File: config.mk
export PLATFORM = sky130hd
export DESIGN_NAME = softmax_exp_sequencer
export DESIGN_NICKNAME = d
export VERILOG_FILES = /design/src/rtl/softmax_pkg.sv /design/src/rtl/softmax_logit_buffer.sv /design/src/rtl/softmax_exp_sequencer.sv
export SDC_FILE = /design/constraint.sdc
export NUM_CORES = 1
export LEC_CHECK = 0
export BUFFER_PORTS_ARGS = -buffer_cell sky130_fd_sc_hd__buf_4
export CORE_MARGIN = 3
export CORE_UTILIZATION = 55
export CTS_BUF_LIST = sky130_fd_sc_hd__clkbuf_2
export CTS_CLUSTER_DIAMETER = 200
export DETAILED_ROUTE_END_ITERATION = 8
export GPL_ROUTABILITY_DRIVEN = 0
export PLACE_DENSITY = 0.77
export SLEW_MARGIN = 20
export SYNTH_ARGS = -nofsm -noshare
export SYNTH_HDL_FRONTEND = slang
export SYNTH_SLANG_ARGS = --single-unit
File: constraint.sdc
create_clock -name clk -period 4 [get_ports clk]
set_clock_uncertainty 0.05 [all_clocks]
set_input_delay 0.2 -clock clk [delete_from_list [all_inputs] [get_ports clk]]
set_output_delay 0.2 -clock clk [all_outputs]
set_load 0.02 [all_outputs]
File: src/rtl/softmax_pkg.sv
// Shared types and constants for the softmax exp sequencer.
// Optional build macro: ARGMAX_EN (adds argmax tracking and output).
package softmax_pkg;

  typedef enum logic [1:0] {
    IDLE = 2'd0,
    LOAD = 2'd1,
    EXP  = 2'd2,
    DONE = 2'd3
  } state_t;

  localparam int N_CLASSES_DEF = 10;

  localparam logic [31:0] EXP_ONE = 32'h3F80_0000;
  localparam logic [31:0] EXP_INF = 32'h7F80_0000;

endpackage

File: src/rtl/softmax_logit_buffer.sv
// Logit register file with write pointer, running minimum and indexed read port.
// Under ARGMAX_EN it also tracks the index of the largest logit (lowest index wins ties).
module softmax_logit_buffer
  import softmax_pkg::*;
#(
  parameter int N_CLASSES = N_CLASSES_DEF,
  parameter int IDX_W     = 4
) (
  input  logic             clk,
  input  logic             rst_n,
  input  logic             clear,
  input  logic             wr_en,
  input  logic [7:0]       wr_data,
  output logic [IDX_W-1:0] wr_idx,
  output logic [7:0]       min_val,
  input  logic [IDX_W-1:0] rd_idx,
  output logic [7:0]       rd_data
`ifdef ARGMAX_EN
  ,
  output logic [IDX_W-1:0] max_idx
`endif
);

  localparam logic [IDX_W-1:0] N_IDX = IDX_W'(N_CLASSES);

  logic [7:0] mem [N_CLASSES];

  always_ff @(posedge clk or negedge rst_n) begin
    if (!rst_n) begin
      for (int k = 0; k < N_CLASSES; k++) mem[k] <= '0;
      wr_idx  <= '0;
      min_val <= 8'hFF;
    end else if (clear) begin
      wr_idx  <= '0;
      min_val <= 8'hFF;
    end else if (wr_en) begin
      mem[wr_idx] <= wr_data;
      wr_idx      <= wr_idx + IDX_W'(1);
      if (wr_data < min_val) min_val <= wr_data;
    end
  end

  assign rd_data = (rd_idx < N_IDX) ? mem[rd_idx] : 8'h00;

`ifdef ARGMAX_EN
  logic [7:0] max_val;

  // Strict compare keeps the earliest index on ties; clear seeds index 0.
  always_ff @(posedge clk or negedge rst_n) begin
    if (!rst_n) begin
      max_val <= '0;
      max_idx <= '0;
    end else if (clear) begin
      max_val <= '0;
      max_idx <= '0;
    end else if (wr_en && (wr_data > max_val)) begin
      max_val <= wr_data;
      max_idx <= wr_idx;
    end
  end
`endif

endmodule

File: src/rtl/softmax_exp_sequencer.sv
// Buffers N_CLASSES logits, drives the external exp unit with min-shifted saturated
// arguments and streams registered float32 results. Optional macro: ARGMAX_EN.
module softmax_exp_sequencer
  import softmax_pkg::*;
#(
  parameter int N_CLASSES = N_CLASSES_DEF,
  parameter int IDX_W     = 4,
  parameter int SAT_MAX   = 14
) (
  input  logic             clk,
  input  logic             rst_n,
  input  logic             start,
  input  logic             in_valid,
  output logic             in_ready,
  input  logic [7:0]       in_data,
  output logic [7:0]       exp_x,
  input  logic [31:0]      exp_in,
  output logic             out_valid,
  input  logic             out_ready,
  output logic [31:0]      out_data,
  output logic [IDX_W-1:0] out_idx,
  output logic             out_last,
  output logic             sat_seen,
  output logic             busy,
  output logic             done,
`ifdef ARGMAX_EN
  output logic [IDX_W-1:0] argmax,
`endif
  output state_t           dbg_state
);

  // Both streams transfer a beat on a rising edge where valid & ready are high;
  // a producer holds valid and its payload unchanged until that edge.

  localparam logic [IDX_W-1:0] LAST_IDX = IDX_W'(N_CLASSES - 1);
  localparam logic [IDX_W:0]   N_CNT    = (IDX_W + 1)'(N_CLASSES);
  localparam logic [7:0]       SAT_LIM  = 8'(SAT_MAX);

  state_t           state, state_nxt;
  logic [IDX_W-1:0] wr_idx;
  logic [7:0]       min_val;
  logic [7:0]       rd_data;
  logic [IDX_W:0]   iss_cnt;
  logic [7:0]       diff;
  logic             load_hs, load_last, iss_left, adv, out_hs, clamp, issue;

  assign in_ready  = (state == LOAD);
  assign busy      = (state != IDLE);
  assign done      = (state == DONE);
  assign dbg_state = state;

  assign load_hs   = in_ready && in_valid;
  assign load_last = load_hs && (wr_idx == LAST_IDX);
  assign iss_left  = (iss_cnt < N_CNT);
  assign adv       = !out_valid || out_ready;
  assign out_hs    = out_valid && out_ready;
  assign diff      = rd_data - min_val;
  assign clamp     = (diff > SAT_LIM);
  assign issue     = (state == EXP) && adv && iss_left;

  softmax_logit_buffer #(
    .N_CLASSES (N_CLASSES),
    .IDX_W     (IDX_W)
  ) u_buf (
    .clk     (clk),
    .rst_n   (rst_n),
    .clear   ((state == IDLE) && start),
    .wr_en   (load_hs),
    .wr_data (in_data),
    .wr_idx  (wr_idx),
    .min_val (min_val),
    .rd_idx  (iss_cnt[IDX_W-1:0]),
    .rd_data (rd_data)
`ifdef ARGMAX_EN
    ,
    .max_idx (argmax)
`endif
  );

  always_ff @(posedge clk or negedge rst_n) begin
    if (!rst_n) state <= IDLE;
    else        state <= state_nxt;
  end

  always_comb begin
    state_nxt = state;
    exp_x     = 8'h00;
    case (state)
      IDLE: if (start) state_nxt = LOAD;
      LOAD: if (load_last) state_nxt = EXP;
      EXP: begin
        if (iss_left) exp_x = clamp ? SAT_LIM : diff;
        if (out_hs && out_last) state_nxt = DONE;
      end
      DONE:    state_nxt = IDLE;
      default: state_nxt = IDLE;
    endcase
  end

  // Output register: load a new result whenever the slot is free or being drained.
  always_ff @(posedge clk or negedge rst_n) begin
    if (!rst_n) begin
      iss_cnt   <= '0;
      out_valid <= 1'b0;
      out_data  <= '0;
      out_idx   <= '0;
      out_last  <= 1'b0;
      sat_seen  <= 1'b0;
    end else begin
      if ((state == IDLE) && start) sat_seen <= 1'b0;
      if (load_last) iss_cnt <= '0;
      if (issue) begin
        out_valid <= 1'b1;
        out_data  <= exp_in;
        out_idx   <= iss_cnt[IDX_W-1:0];
        out_last  <= (iss_cnt[IDX_W-1:0] == LAST_IDX);
        iss_cnt   <= iss_cnt + (IDX_W + 1)'(1);
        if (clamp) sat_seen <= 1'b1;
      end else if (out_hs) begin
        out_valid <= 1'b0;
      end
    end
  end

endmodule
---- Word-level counts from Yosys, hierarchy flattened ----
Cells that the tools add are included.
operators by class
  bitwise logic cells ..................... 3
  order comparisons ....................... 7
  reduce and logical (&&, ||, !) cells .... 19
  multipliers ............................. 0
  muxes and demuxes ....................... 26
  shifts and indexed selects .............. 0
  div/mod/pow operators ................... 0
  add/subtract/negate cells ............... 3
  equal/unequal tests ..................... 8
operator list
  cell                 count
  $bwmux 80            1
  $mux 8               10
  $bmux 8 s4           1
  $demux 8 s4          1
  $ge 5x5->1 const B   2
  $mux 5               2
  $not 4->5            2
  $reduce_bool 2->1    5
  $eq 4x4->1 const B   2
  $gt 8x4->1 const B   1
  $logic_and 1x1->1    8
  $lt 8x8->1           1
  $mux 4               2
  $pmux 2 s4           1
  $sub 8x8->8          1
  $mux 2               3
  $add 5x1->5 const B  1
  $lt 5x1->1 const B   1
  $lt 5x4->1 const B   1
  $mux 1               5
  $add 4x1->4 const B  1
  $eq 2x2->1 const B   2
  $lt 4x4->1 const B   1
  $ne 2x1->1 const B   2
  other kinds (8)      9
storage, ports and cells
  RAM bits ................................ 0
  memories ................................ 0
  register bits ........................... 138
  ROM bits ................................ 0
  latch bits .............................. 0
  output and inout port bits .............. 52
  bits of input ports ..................... 45
  word-level logic and storage cells ...... 85

---- Logic depth before layout (Yosys ltp) ----
Gate-level depths: netlist of the first run.
  depth in word-level cells ............... 10
  gate-level depth with buffers ........... 13
  depth with buffers taken out ............ 12

---- Modules after synthesis ----
Synthesis of the first run repeated with hierarchy kept, for this count alone.
unflattened totals
  cell total of the unflattened synthesis .. 512
  area, all modules ....................... 6816.5 um^2
by module, submodules not included
  module                 instances  cells each  area each (um^2)  sequential area each (um^2)
  softmax_logit_buffer   1          314         4448.0            2312.2
  softmax_exp_sequencer  1          198         2368.5            1151.1

---- Least setup slack after synthesis of the first run ----
No wires, ideal clock.
  kind .................................... register -> output
  start point ............................. register iss_cnt[1]
  end point ............................... output port exp_x[0]
  data required time ...................... 3.750 ns
  path buffers ............................ 2
  slack ................................... 0.358 ns
  cell stages (with the launch flop) ...... 13
  arrival time ............................ 3.392 ns
  cells stage by stage .................... dfrtp_1 > clkbuf_1 > clkbuf_1 > mux4_2 > mux2i_1 > o22ai_1 > fa_1 > a211oi_1 > o21bai_1 > a21oi_1 > xor2_1 > nand4_2 > nor3_1
on the way
  cells in the longest elaborated chain, start to end .. 10
  elaborated cells on any way between the ends .. 12
  classes of those cells .................. 1 x add/sub; 3 x order compare; 7 x mux; 1 x bitwise
ends and longest elaborated chain
  element                                     RTL line                      text
  start, declared                             softmax_exp_sequencer.sv:43   logic [IDX_W:0] iss_cnt;
  start signal, assigned                      softmax_exp_sequencer.sv:117  iss_cnt <= iss_cnt + (IDX_W + 1)'(1);
  $not 4->5 (not written as such)             softmax_logit_buffer.sv:43    assign rd_data = (rd_idx < N_IDX) ? mem[rd_idx] : 8'h00;
  $bmux 8 s4                                  softmax_logit_buffer.sv:43
  $mux 8 (not written as such) (2 in series)  softmax_logit_buffer.sv:43
  $mux 8                                      softmax_logit_buffer.sv:43
  $sub 8x8->8                                 softmax_exp_sequencer.sv:57   assign diff = rd_data - min_val;
  $gt 8x4->1                                  softmax_exp_sequencer.sv:58   assign clamp = (diff > SAT_LIM);
  $mux 8                                      softmax_exp_sequencer.sv:92   if (iss_left) exp_x = clamp ? SAT_LIM : diff;
  $mux 8 (*)                                  softmax_exp_sequencer.sv:92
  $mux 8 (*)                                  softmax_exp_sequencer.sv:88   case (state)
  end, declared                               softmax_exp_sequencer.sv:16   output logic [7:0] exp_x,
Mark *: on every way between the ends. The rest lies on a longest branch, timed or not. The select of a mux whose other input is x is not followed.

---- Worst setup path after layout of the first run ----
  start point ............................. register iss_cnt[0]
  end point ............................... output port exp_x[3]
The elaborated chain is that of the path after synthesis.

==> metrics.md, run 1 <==
| Metric | Value |
|---|---|
| Outcome | `finished with violations` |
| Failing checks | `negative setup slack` |
| R2R setup slack | `0.75 ns` |
| Largest stage delay, worst path | `0.53 ns` |
| Post-route cell area | `0.00850 sq mm` |
| DP HPWL | `11000 microns` |
| Post-route ant nets | `0` |
| Share of cells above drive strength 1 | `35.1%` |
| RR Endpoint | `sat_seen$_DFF_PN0_` |
| Die Wd | `117 microns` |
| CP max-delay cell | `mux4_2` |
| Post-synth top flop | `dfrtp_1` |
| EDFF count, synth | `0` |
| CTS Sinks | `138` |
| Worst skew pair latency | `0.74 ns` |
| Worst EP arrival | `3.96 ns` |
| Largest net degree at the start of global routing | `72` |
| RSZ-0062 raised after global routing | `true` |
| Number of max-cap violations | `0` |
| # diodes | `0` |
| Gr busiest metal | `met2` |
| Met3 usage | `5.50%` |
| Fin crit period | `4.21 ns` |
| Most common cell in the netlist | `dfrtp_1` |
| Crit path from | `iss_cnt[0]$_DFFE_PN0P_` |
| Vias in the first global route | `5302` |
| TritonCTS clock tree | `yes` |
| Via count | `5056` |
| Max Clk Rate | `237 MHz` |
| Setup crit end | `exp_x[3]` |
| CTS buffer count | `17` |
| TNS Setup | `-0.753 ns` |
| Mean Syn Cell Area | `11.6 sq um` |
| Die height | `117 microns` |
| Non-Filler Instances | `897` |
| Placed cells | `813` |
| Initial drt markers | `285` |
| Rows | `39` |
| Average detailed-routed wire length per instance | `18.8 microns` |
| Length of the first detailed-routing pass in iterations | `4` |
| Port bufs | `92` |
| Full die area | `0.0137 sq mm` |
| Synth warn | `0` |
| First-pass GRT wire length | `27000 microns` |
| Crit-path max FO | `5` |
| Worst R2R Start | `iss_cnt[0]$_DFFE_PN0P_` |
| CP Cell Sequence | `mux4_2 > mux2i_1 > o22a_1 > ha_1 > inv_1 > fa_2 > a211oi_4 > o21bai_1 > a21oi_2 > xor2_2 > nand4_4 > o21a_1 > buf_4` |
| H-tree levels | `4` |
| Fin worst setup slack | `-0.213 ns` |
| Slew margin rel. | `34.8%` |
| Tcrit/Tclk final | `105%` |
| Seq/Total Area, Yosys | `50.9%` |
| Power Density | `773 mW/mm^2` |
| Placement Cell Area | `0.00761 sq mm` |
| Worst reg2reg path depth | `12` |
| Max IR drop VDD | `0.360 mV` |
| Initial antenna violation count | `0` |
| Crit path launch type | `flop` |
| Vias per cell | `5.64` |
| Dominant cell type by area after synthesis | `dfrtp_1` |
| Met2 Track Usage GR | `43.0%` |
| # DRC | `0` |
| Congestion Overflow GR | `0` |
| Critical Path End Type | `output port` |
| Worst-path clk slew | `0.23 ns` |
| Root Driver | `clkbuf_2` |
| Lkg Pwr | `4.21 nW` |
| I/O pin count | `97` |
| Synthesized area | `0.00680 sq mm` |
| Commonest cells in the synthesized netlist | `dfrtp_1 (130), nand2_1 (124), mux2_2 (81)` |
| Cell variety after synth | `54` |
| # setup viols final | `4` |
| Met1 Resource Use GR | `33.7%` |
| Routed WL | `16900 microns` |
| Async SR Flop Fraction | `100%` |
| Initial Util | `57.8%` |
| Largest cells by area after synthesis | `dfrtp_1 (48%), mux2_2 (13%), nand2_1 (6.8%), ha_1 (4.8%), mux4_2 (3.3%)` |
| Hold Path Class | `in -> async` |
| Clock Path Buffers | `2` |
| CORE AREA | `0.0118 sq mm` |
| Final Hold Fails | `0` |
| Synthesis-stage register bit count | `138` |
| Total track usage | `26.1%` |
| Mapped Cells | `586` |
| CP Class | `reg -> out` |
| Final net count | `792` |
| Critical path required time | `3.75 ns` |
| Synth top area share | `47.8%` |
| Layout overhead on the synthesized area | `25.0%` |
| Max-slew violation count | `0` |
| Fill cells | `787` |
| Worst-margin pin slew | `0.974 ns` |
-- stage by stage --
step	total power [mW]	setup WS, ns	utilization, %	hold slack [ns]
finish	6.57	-0.213	72.3	0.0626
detailed placement	5.18	0.378	64.7	0.336
global placement	5.03	0.480	64.7	0.313
floorplan	4.20	0.358	-	-0.146
CTS	6.36	-0.282	71.6	0.0612
global route	7.01	-0.439	72.3	0.111
-- area by class of cell --
cell class,count,area [sq um],share of cell area (%)
Timing Repair Buffer,153,1290,15.2
Multi-Input combinational cell,395,3170,37.3
Clock inverter,14,221,2.61
Clock buffer,18,90.1,1.06
Inverter,15,56.3,0.662
Tap cell,164,205,2.41
Sequential cell,138,3470,40.8
-- how the worst min path moves through the flow --
stage / endpoint / depth (start not counted)
after global routing: u_buf.wr_idx[2]$_DFFE_PN0P_ / 2
after global placement: u_buf.wr_idx[0]$_DFFE_PN0P_ / 1
final: out_data[21]$_DFFE_PN0P_ / 2
after detailed placement: u_buf.wr_idx[2]$_DFFE_PN0P_ / 1
after floorplan: dbg_state[0]$_DFFE_PN0P_ / 0
after CTS: out_data[29]$_DFFE_PN0P_ / 2
-- sequential cells by signal, indices dropped and copies added, names as in the netlist --
name	count
out_valid	1
sat_seen	1
out_data	32
u_buf.min_val	8
out_last	1
u_buf.wr_idx	4
u_buf.mem	80
dbg_state	2
out_idx	4
iss_cnt	5
-- metal layers --
| layer | routed length (microns) | up-vias |
|---|---|---|
| met5 | 0 | - |
| met4 | 476 | 0 |
| met3 | 902 | 37 |
| met2 | 8340 | 168 |
| met1 | 7140 | 2539 |
| li1 | - | 2312 |
-- cells by family (layout without fill, tap and decap cells) --
| kind of cell | count (synthesis) | count (layout) | synth area share, % |
|---|---|---|---|
| muxes | 115 | 115 | 21.7 |
| and+or+nand+nor | 185 | 185 | 12.3 |
| xor gates and xnor gates | 5 | 5 | 0.644 |
| DFF | 138 | 138 | 50.9 |
| AOI/OAI and AO/OA | 59 | 59 | 5.83 |
| buffers and inverters | 56 | 200 | 3.48 |
| other | 1 | 4 | 0.0552 |
| adders and majority gates | 27 | 27 | 5.08 |
-- repair_timing --
action	in CTS	in global routing
resized for setup	10	13
setup endpoints to repair	4	4
hold endpoints to repair	197	0
setup buffers	3	4
pin swaps	8	8
gates cloned	0	0
hold buffers	45	0
-- worst max-delay path, delay by kind of cell (launching register included) --
| family | cells | cell delay (ns) |
|---|---|---|
| AO/OA/AOI/OAI | 5 | 0.96 |
| XOR/XNOR | 1 | 0.20 |
| adder cells (fa/ha/maj) | 2 | 0.54 |
| buffers and inverters | 2 | 0.20 |
| flip-flops | 1 | 0.49 |
| multiplexers | 2 | 0.67 |
| AND/OR/NAND/NOR | 1 | 0.16 |
-- layout by cell type, fill, tap and decap left out, types with 3 or more instances in the layout --
| master | count |
|---|---|
| a21o_1 | 3 |
| a21oi_1 | 6 |
| and2_1 | 9 |
| buf_4 | 104 |
| bufinv_16 | 5 |
| clkbuf_2 | 18 |
| clkinv_4 | 4 |
| clkinvlp_4 | 3 |
| conb_1 | 4 |
| dfrtp_1 | 128 |
| dfstp_2 | 8 |
| dlygate4sd3_1 | 45 |
| ha_1 | 25 |
| inv_1 | 15 |
| mux2_2 | 81 |
| mux2i_1 | 18 |
| mux4_1 | 5 |
| mux4_2 | 11 |
| nand2_1 | 122 |
| nand3_1 | 8 |
| nand4_1 | 4 |
| nor2_1 | 14 |
| nor3b_1 | 3 |
| o211ai_1 | 14 |
| o21a_1 | 4 |
| o21ai_0 | 11 |
| o21ai_1 | 3 |
| o22ai_1 | 6 |
-- power breakdown --
group	internal (mW)	switching, mW
sequential	1.88	0.314
clock	0.479	0.529
combinational	1.52	1.84
Power figures use the tool's default switching activity.
==> run 2: changes to the inputs <==
Settings changed: CORE_ASPECT_RATIO from default to 1.5, CORE_UTILIZATION 55 to 51, PLACE_DENSITY 0.77 to 0.72.
==> run 2 against run 1 <==
The run still ends with negative setup slack left; register-to-register slack got worse by 0.02 ns; count of clock-buffer cells in the layout down 1; sequential cell count unchanged; critical path type unchanged; critical endpoint is now exp_x[2]; largest power group unchanged.
==> metrics.md, run 2 (synthesized netlist as in run 1, its figures left out) <==
| Metric | Value |
|---|---|
| Largest stage delay, worst path | `0.64 ns (was 0.53 ns)` |
| Routed WL | `16400 microns (was 16900 microns)` |
| Clock Path Buffers | `2 (unchanged)` |
| Port bufs | `92 (unchanged)` |
| Full die area | `0.0148 sq mm (was 0.0137 sq mm)` |
| Vias per cell | `5.62 (was 5.64)` |
| Fin worst setup slack | `-0.202 ns (was -0.213 ns)` |
| Congestion Overflow GR | `0 (unchanged)` |
| CP Class | `reg -> out (unchanged)` |
| Outcome | `finished with violations (unchanged)` |
| I/O pin count | `97 (unchanged)` |
| Fin crit period | `4.20 ns (was 4.21 ns)` |
| First-pass GRT wire length | `26800 microns (was 27000 microns)` |
| Crit path launch type | `flop (unchanged)` |
| Placement Cell Area | `0.00762 sq mm (was 0.00761 sq mm)` |
| TNS Setup | `-0.740 ns (was -0.753 ns)` |
| Initial drt markers | `282 (was 285)` |
| Fill cells | `1000 (was 787)` |
| Worst-margin pin slew | `0.900 ns (was 0.974 ns)` |
| Commonest non-fill, non-tap cells in the layout | `dfrtp_1 (128), nand2_1 (124), buf_4 (107) (was dfrtp_1 (128), nand2_1 (122), buf_4 (104))` |
| Worst skew pair latency | `0.70 ns (was 0.74 ns)` |
| Critical Path End Type | `output port (unchanged)` |
| Hold Path Class | `in -> reg (was in -> async)` |
| TritonCTS clock tree | `yes (unchanged)` |
| Post-route cell area | `0.00848 sq mm (was 0.00850 sq mm)` |
| # setup viols final | `4 (unchanged)` |
| Worst EP arrival | `3.95 ns (was 3.96 ns)` |
| Tcrit/Tclk final | `105% (about the same)` |
| CTS Sinks | `138 (unchanged)` |
| Top flop regs | `u_buf.mem (80), out_data (32), u_buf.min_val (8) (unchanged)` |
| Number of max-cap violations | `0 (unchanged)` |
| CP Cell Sequence | `buf_4 > buf_12 > mux4_1 > mux2i_1 > o22ai_1 > ha_1 > a21o_1 > nand2_1 > or4b_2 > nand3_2 > nand4_2 > o21a_1 > buf_4 (was mux4_2 > mux2i_1 > o22a_1 > ha_1 > inv_1 > fa_2 > a211oi_4 > o21bai_1 > a21oi_2 > xor2_2 > nand4_4 > o21a_1 > buf_4)` |
| Worst-path clk slew | `0.23 ns (about the same)` |
| H-tree levels | `4 (unchanged)` |
| Largest net degree at the start of global routing | `105 (was 72)` |
| Slew margin rel. | `39.7% (was 34.8%)` |
| Largest register FFs | `80 (unchanged)` |
| Share of cells above drive strength 1 | `34.2% (was 35.1%)` |
| RSZ-0062 raised after global routing | `true (unchanged)` |
| Failing checks | `negative setup slack (unchanged)` |
| Rows | `51 (was 39)` |
| Max Clk Rate | `238 MHz (was 237 MHz)` |
| Post-route ant nets | `0 (unchanged)` |
| Crit-path max FO | `10 (was 5)` |
| Layout overhead on the synthesized area | `24.7% (was 25.0%)` |
| Total track usage | `23.1% (was 26.1%)` |
| Most flops, register | `u_buf.mem (unchanged)` |
| Critical path required time | `3.75 ns (about the same)` |
| R2R setup slack | `0.73 ns (was 0.75 ns)` |
| Final Hold Fails | `0 (unchanged)` |
| Root Driver | `clkbuf_2 (unchanged)` |
| Max-slew violation count | `0 (unchanged)` |
| CP max-delay cell | `or4b_2 (was mux4_2)` |
| DP HPWL | `10900 microns (was 11000 microns)` |
| # DRC | `0 (unchanged)` |
| Length of the first detailed-routing pass in iterations | `6 (was 4)` |
| Die height | `147 microns (was 117 microns)` |
| Commonest non-fill, non-tap cell in the layout | `dfrtp_1 (unchanged)` |
| CTS buffer count | `17 (unchanged)` |
| Power Density | `729 mW/mm^2 (was 773 mW/mm^2)` |
| Max IR drop VDD | `0.304 mV (was 0.360 mV)` |
| Via count | `5069 (was 5056)` |
| Crit-path most repeated cell | `buf_4` |
| Final net count | `801 (was 792)` |
| Die Wd | `100 microns (was 117 microns)` |
| Average detailed-routed wire length per instance | `18.2 microns (was 18.8 microns)` |
| CORE AREA | `0.0130 sq mm (was 0.0118 sq mm)` |
| Initial antenna violation count | `1 (was 0)` |
| Lkg Pwr | `4.21 nW (about the same)` |
| Initial Util | `52.2% (was 57.8%)` |
| Vias in the first global route | `5369 (was 5302)` |
==> run 2: final cells by class <==
class	instances	area, sq um	area share (%)
antenna	1	2.50	0.0295
clock buffer	17	85.1	1.00
clock inverter	15	144	1.70
inverter	15	56.3	0.664
multi-input combinational	395	3140	37.0
sequential	138	3470	40.9
tap	159	199	2.35
timing repair buffer	162	1390	16.3
==> run 2: worst paths after layout <==
path / startpoint / end / cells past startpoint
min in group asynchronous: rst_n / out_data[27]$_DFFE_PN0P_ / 4
worst max register to register: iss_cnt[0]$_DFFE_PN0P_ / sat_seen$_DFF_PN0_ / 12
worst min-delay path: exp_in[19] / out_data[19]$_DFFE_PN0P_ / 4
worst max-delay path: iss_cnt[0]$_DFFE_PN0P_ / exp_x[2] / 13
max in group asynchronous: rst_n / u_buf.mem[50]$_DFFE_PN0P_ / 4
worst min register to register: out_data[10]$_DFFE_PN0P_ / out_data[10]$_DFFE_PN0P_ / 2
==> run 2: metrics by stage <==
step                hold WS, ns  utilization, %  cells  setup slack [ns]  total power, mW
CTS                       0.105            64.9    899            -0.173             6.14
floorplan                -0.146               -    589             0.358             4.20
finish                    0.179            65.1    902            -0.202             6.18
global placement          0.124            58.5    809             0.422             5.05
global route              0.117            65.1    902            -0.418             6.59
detailed placement        0.136            58.5    809             0.331             5.17
==> run 2: worst max-delay path, delay by kind of cell, from the launching register on <==
family | cells | cell delay (ns)
buffers and inverters | 3 | 0.40
AOI/OAI and AO/OA | 3 | 0.46
adders and majority gates | 1 | 0.34
and+or+nand+nor | 4 | 0.98
DFF | 1 | 0.41
muxes | 2 | 0.71
==> run 2: where the power goes <==
group / leakage [nW] / switching, mW / internal [mW]
sequential: 1.79 / 0.304 / 1.88
combinational: 2.30 / 1.71 / 1.50
clock: 0.128 / 0.550 / 0.234
total: 4.21 / 2.56 / 3.62
==> run 2: per-layer routing <==
layer / vias to the layer above / wire length, microns / track usage, %
li1: 2328 / - / -
met1: 2574 / 6360 / 27.2
met2: 127 / 9040 / 41.2
met3: 40 / 538 / 3.54
met4: 0 / 466 / 10.0
met5: - / 0 / 0
==> run 2: repair_timing <==
action	4_1_cts	5_1_grt
hold endpoints to repair	257	0
setup endpoints to repair	4	4
pin swaps	2	9
buffers inserted	6	2
hold buffers	52	0
gates resized for setup	7	3
==> run 3: changes to the inputs <==
Settings changed: ABC_AREA from default to 1.
==> run 3 against run 2 <==
The run now ends clean; critical path depth up 2; sequential share of layout area down 1.6 points; worst setup slack better by 0.26 ns; synthesized cell count up 38%.
==> metrics.md, run 3 <==
| Metric | Value |
|---|---|
| CP Class | `reg -> out (unchanged)` |
| Fin crit period | `3.94 ns (was 4.20 ns)` |
| Most common cell in the netlist | `nand2_1 (was dfrtp_1)` |
| Commonest cells in the synthesized netlist | `nand2_1 (252), dfrtp_1 (130), o21ai_0 (101) (was dfrtp_1 (130), nand2_1 (124), mux2_2 (81))` |
| Largest register FFs | `80 (unchanged)` |
| Max-slew violation count | `0 (unchanged)` |
| Seq/Total Area, Yosys | `50.7% (was 50.9%)` |
| Post-route ant nets | `0 (unchanged)` |
| Crit path launch type | `flop (unchanged)` |
| Worst skew pair latency | `0.70 ns (about the same)` |
| Hold Path Class | `in -> async (was in -> reg)` |
| Slew margin rel. | `44.3% (was 39.7%)` |
| CORE AREA | `0.0130 sq mm (unchanged)` |
| Power Density | `887 mW/mm^2 (was 729 mW/mm^2)` |
| # DRC | `0 (unchanged)` |
| Critical Path End Type | `output port (unchanged)` |
| Crit-path max FO | `20 (was 10)` |
| # setup viols final | `0 (was 4)` |
| Synthesized area | `0.00683 sq mm (was 0.00680 sq mm)` |
| Critical path required time | `3.75 ns (about the same)` |
| Clock Path Buffers | `2 (unchanged)` |
| I/O pin count | `97 (unchanged)` |
| Max IR drop VDD | `0.442 mV (was 0.304 mV)` |
| Initial drt markers | `461 (was 282)` |
| RSZ-0062 raised after global routing | `true (unchanged)` |
| Setup crit end | `exp_x[1] (was exp_x[2])` |
| Cell variety after synth | `42 (was 54)` |
| CTS buffer count | `17 (unchanged)` |
| CTS Sinks | `138 (unchanged)` |
| Post-synth top flop | `dfrtp_1 (unchanged)` |
| Layout overhead on the synthesized area | `29.0% (was 24.7%)` |
| Final net count | `1035 (was 801)` |
| Worst EP arrival | `3.69 ns (was 3.95 ns)` |
| Share of cells above drive strength 1 | `23.7% (was 34.2%)` |
| Port bufs | `92 (unchanged)` |
| Full die area | `0.0149 sq mm (was 0.0148 sq mm)` |
| Met1 Resource Use GR | `32.3% (was 27.2%)` |
| Commonest non-fill, non-tap cell in the layout | `nand2_1 (was dfrtp_1)` |
| Outcome | `finished clean (was finished with violations)` |
| Crit path from | `iss_cnt[0]$_DFFE_PN0P_ (unchanged)` |
| Largest cells by area after synthesis | `dfrtp_1 (48%), nand2_1 (14%), o21ai_0 (7.4%), ha_1 (4.8%), inv_1 (3.1%) (was dfrtp_1 (48%), mux2_2 (13%), nand2_1 (6.8%), ha_1 (4.8%), mux4_2 (3.3%))` |
| Average detailed-routed wire length per instance | `16.9 microns (was 18.2 microns)` |
| Mean Syn Cell Area | `8.48 sq um (was 11.6 sq um)` |
| Fin worst setup slack | `0.0612 ns (was -0.202 ns)` |
| Final core occ | `67.7% (was 65.1%)` |
| Root Driver | `clkbuf_2 (unchanged)` |
| Dominant cell type by area after synthesis | `dfrtp_1 (unchanged)` |
| Tcrit/Tclk final | `98.5% (was 105%)` |
| Synthesis-stage register bit count | `138 (unchanged)` |
| Largest net degree at the start of global routing | `92 (was 105)` |
| Lkg Pwr | `4.32 nW (was 4.21 nW)` |
| Initial Util | `52.5% (was 52.2%)` |
| Worst-path clk slew | `0.21 ns (was 0.23 ns)` |
| Met3 usage | `4.82% (was 3.54%)` |
| Length of the first detailed-routing pass in iterations | `6 (unchanged)` |
| Synth warn | `0 (unchanged)` |
| Rows | `51 (unchanged)` |
| Most flops, register | `u_buf.mem (unchanged)` |
| Met2 Track Usage GR | `41.8% (was 41.2%)` |
| Via count | `6283 (was 5069)` |
| First-pass GRT wire length | `29700 microns (was 26800 microns)` |
| R2R setup slack | `1.04 ns (was 0.73 ns)` |
| Total track usage | `25.3% (was 23.1%)` |
| Worst-margin pin slew | `0.835 ns (was 0.900 ns)` |
| Die Wd | `101 microns (was 100 microns)` |
| Routed WL | `19200 microns (was 16400 microns)` |
| TNS Setup | `0 ns (was -0.740 ns)` |
| Worst reg2reg path depth | `9 (was 12)` |
| DP HPWL | `12500 microns (was 10900 microns)` |
| Vias per cell | `5.53 (was 5.62)` |
| Number of max-cap violations | `0 (unchanged)` |
| Worst R2R Start | `dbg_state[0]$_DFFE_PN0P_ (was iss_cnt[0]$_DFFE_PN0P_)` |
| Placed cells | `1026 (was 809)` |
| EDFF count, synth | `0 (unchanged)` |
| Mapped Cells | `806 (was 586)` |
| Die height | `148 microns (was 147 microns)` |
| Top flop regs | `u_buf.mem (80), out_data (32), u_buf.min_val (8) (unchanged)` |
| Non-Filler Instances | `1136 (was 902)` |
| H-tree levels | `4 (unchanged)` |
| Gr busiest metal | `met2 (unchanged)` |
| Initial antenna violation count | `1 (unchanged)` |
| Final Hold Fails | `0 (unchanged)` |
| Dpl ws | `0.607 ns (was 0.331 ns)` |
| Synth top area share | `47.6% (was 47.8%)` |
| Commonest non-fill, non-tap cells in the layout | `nand2_1 (248), dfrtp_1 (128), buf_4 (114) (was dfrtp_1 (128), nand2_1 (124), buf_4 (107))` |
| Vias in the first global route | `6065 (was 5369)` |
| RR Endpoint | `u_buf.mem[68]$_DFFE_PN0P_ (was sat_seen$_DFF_PN0_)` |
| Async SR Flop Fraction | `100% (unchanged)` |
| TritonCTS clock tree | `yes (unchanged)` |
| Max Clk Rate | `254 MHz (was 238 MHz)` |
| Min Hold Slack | `0.0477 ns (was 0.179 ns)` |
| Congestion Overflow GR | `0 (unchanged)` |
==> run 3: power by group <==
| part | switching (mW) | leakage [nW] | internal (mW) |
|---|---|---|---|
| logic | 2.73 | 2.42 | 1.88 |
| clock network | 0.556 | 0.148 | 0.300 |
| registers | 0.372 | 1.75 | 1.98 |
| total | 3.66 | 4.32 | 4.16 |
==> run 3: layout make-up <==
type | count | area [sq um]
antenna | 1 | 2.50
clock buffer | 17 | 85.1
clock inverter | 15 | 166
fill | 988 | 4210
inverter | 62 | 251
multi-input combinational | 569 | 3090
sequential | 138 | 3470
tap | 159 | 199
timing repair buffer | 173 | 1520
timing repair inverter | 2 | 25.0
==> run 3: how the worst min path moves through the flow <==
stage          startpoint  slack (ns)                           to
2_1_floorplan       rst_n       -0.15     dbg_state[0]$_DFFE_PN0P_
3_3_place_gp        rst_n        0.28     u_buf.mem[4]$_DFFE_PN0P_
3_5_place_dp        rst_n        0.29    u_buf.mem[61]$_DFFE_PN0P_
4_1_cts             rst_n        0.06  u_buf.wr_idx[3]$_DFFE_PN0P_
5_1_grt             rst_n        0.09       iss_cnt[1]$_DFFE_PN0P_
6_report            rst_n        0.05     u_buf.mem[6]$_DFFE_PN0P_
==> run 3: through the flow <==
stage,instance area [sq um],total power [mW]
final,8810,7.82
after floorplan,6840,4.95
after global routing,8810,8.38
after detailed placement,7530,6.01
after CTS,8290,6.93
after global placement,7530,5.83
==> run 3: kinds of logic (layout without fill, tap and decap cells) <==
group,count (synthesis),in the layout,share of synthesized area (%)
and+or+nand+nor,351,351,21.7
AOI/OAI and AO/OA,182,182,14.6
DFF,138,138,50.7
buffers and inverters,102,269,7.20
adders and majority gates,27,27,5.05
xor gates and xnor gates,5,5,0.641
other,1,5,0.0549
==> run 3: routing by layer <==
| layer | vias up | part of all wire [%] |
|---|---|---|
| met5 | - | 0 |
| met4 | 0 | 3.3 |
| met3 | 62 | 6.3 |
| met2 | 310 | 51 |
| met1 | 2967 | 39 |
| li1 | 2944 | - |
==> run 3: repair_timing <==
action                                  4_1_cts  5_1_grt
setup buffers                                 0       24
hold buffers                                 49        0
cloned                                        0        4
endpoints found under the setup margin        4        4
resized for setup                             6       55
pin swaps                                     0       20
hold endpoints to repair                    217        0
==> run 3: critical path, stage by stage, from the launching register on <==
cell	delay (ns)
dfrtp_2	0.53
buf_12	0.19
a21oi_1	0.19
a221oi_2	0.11
o31ai_2	0.30
ha_2	0.23
inv_1	0.06
fa_2	0.43
nand4_1	0.11
o211ai_1	0.13
xor2_1	0.21
nor2_4	0.17
nand3_1	0.10
nand2_1	0.07
inv_1	0.04
buf_4	0.15
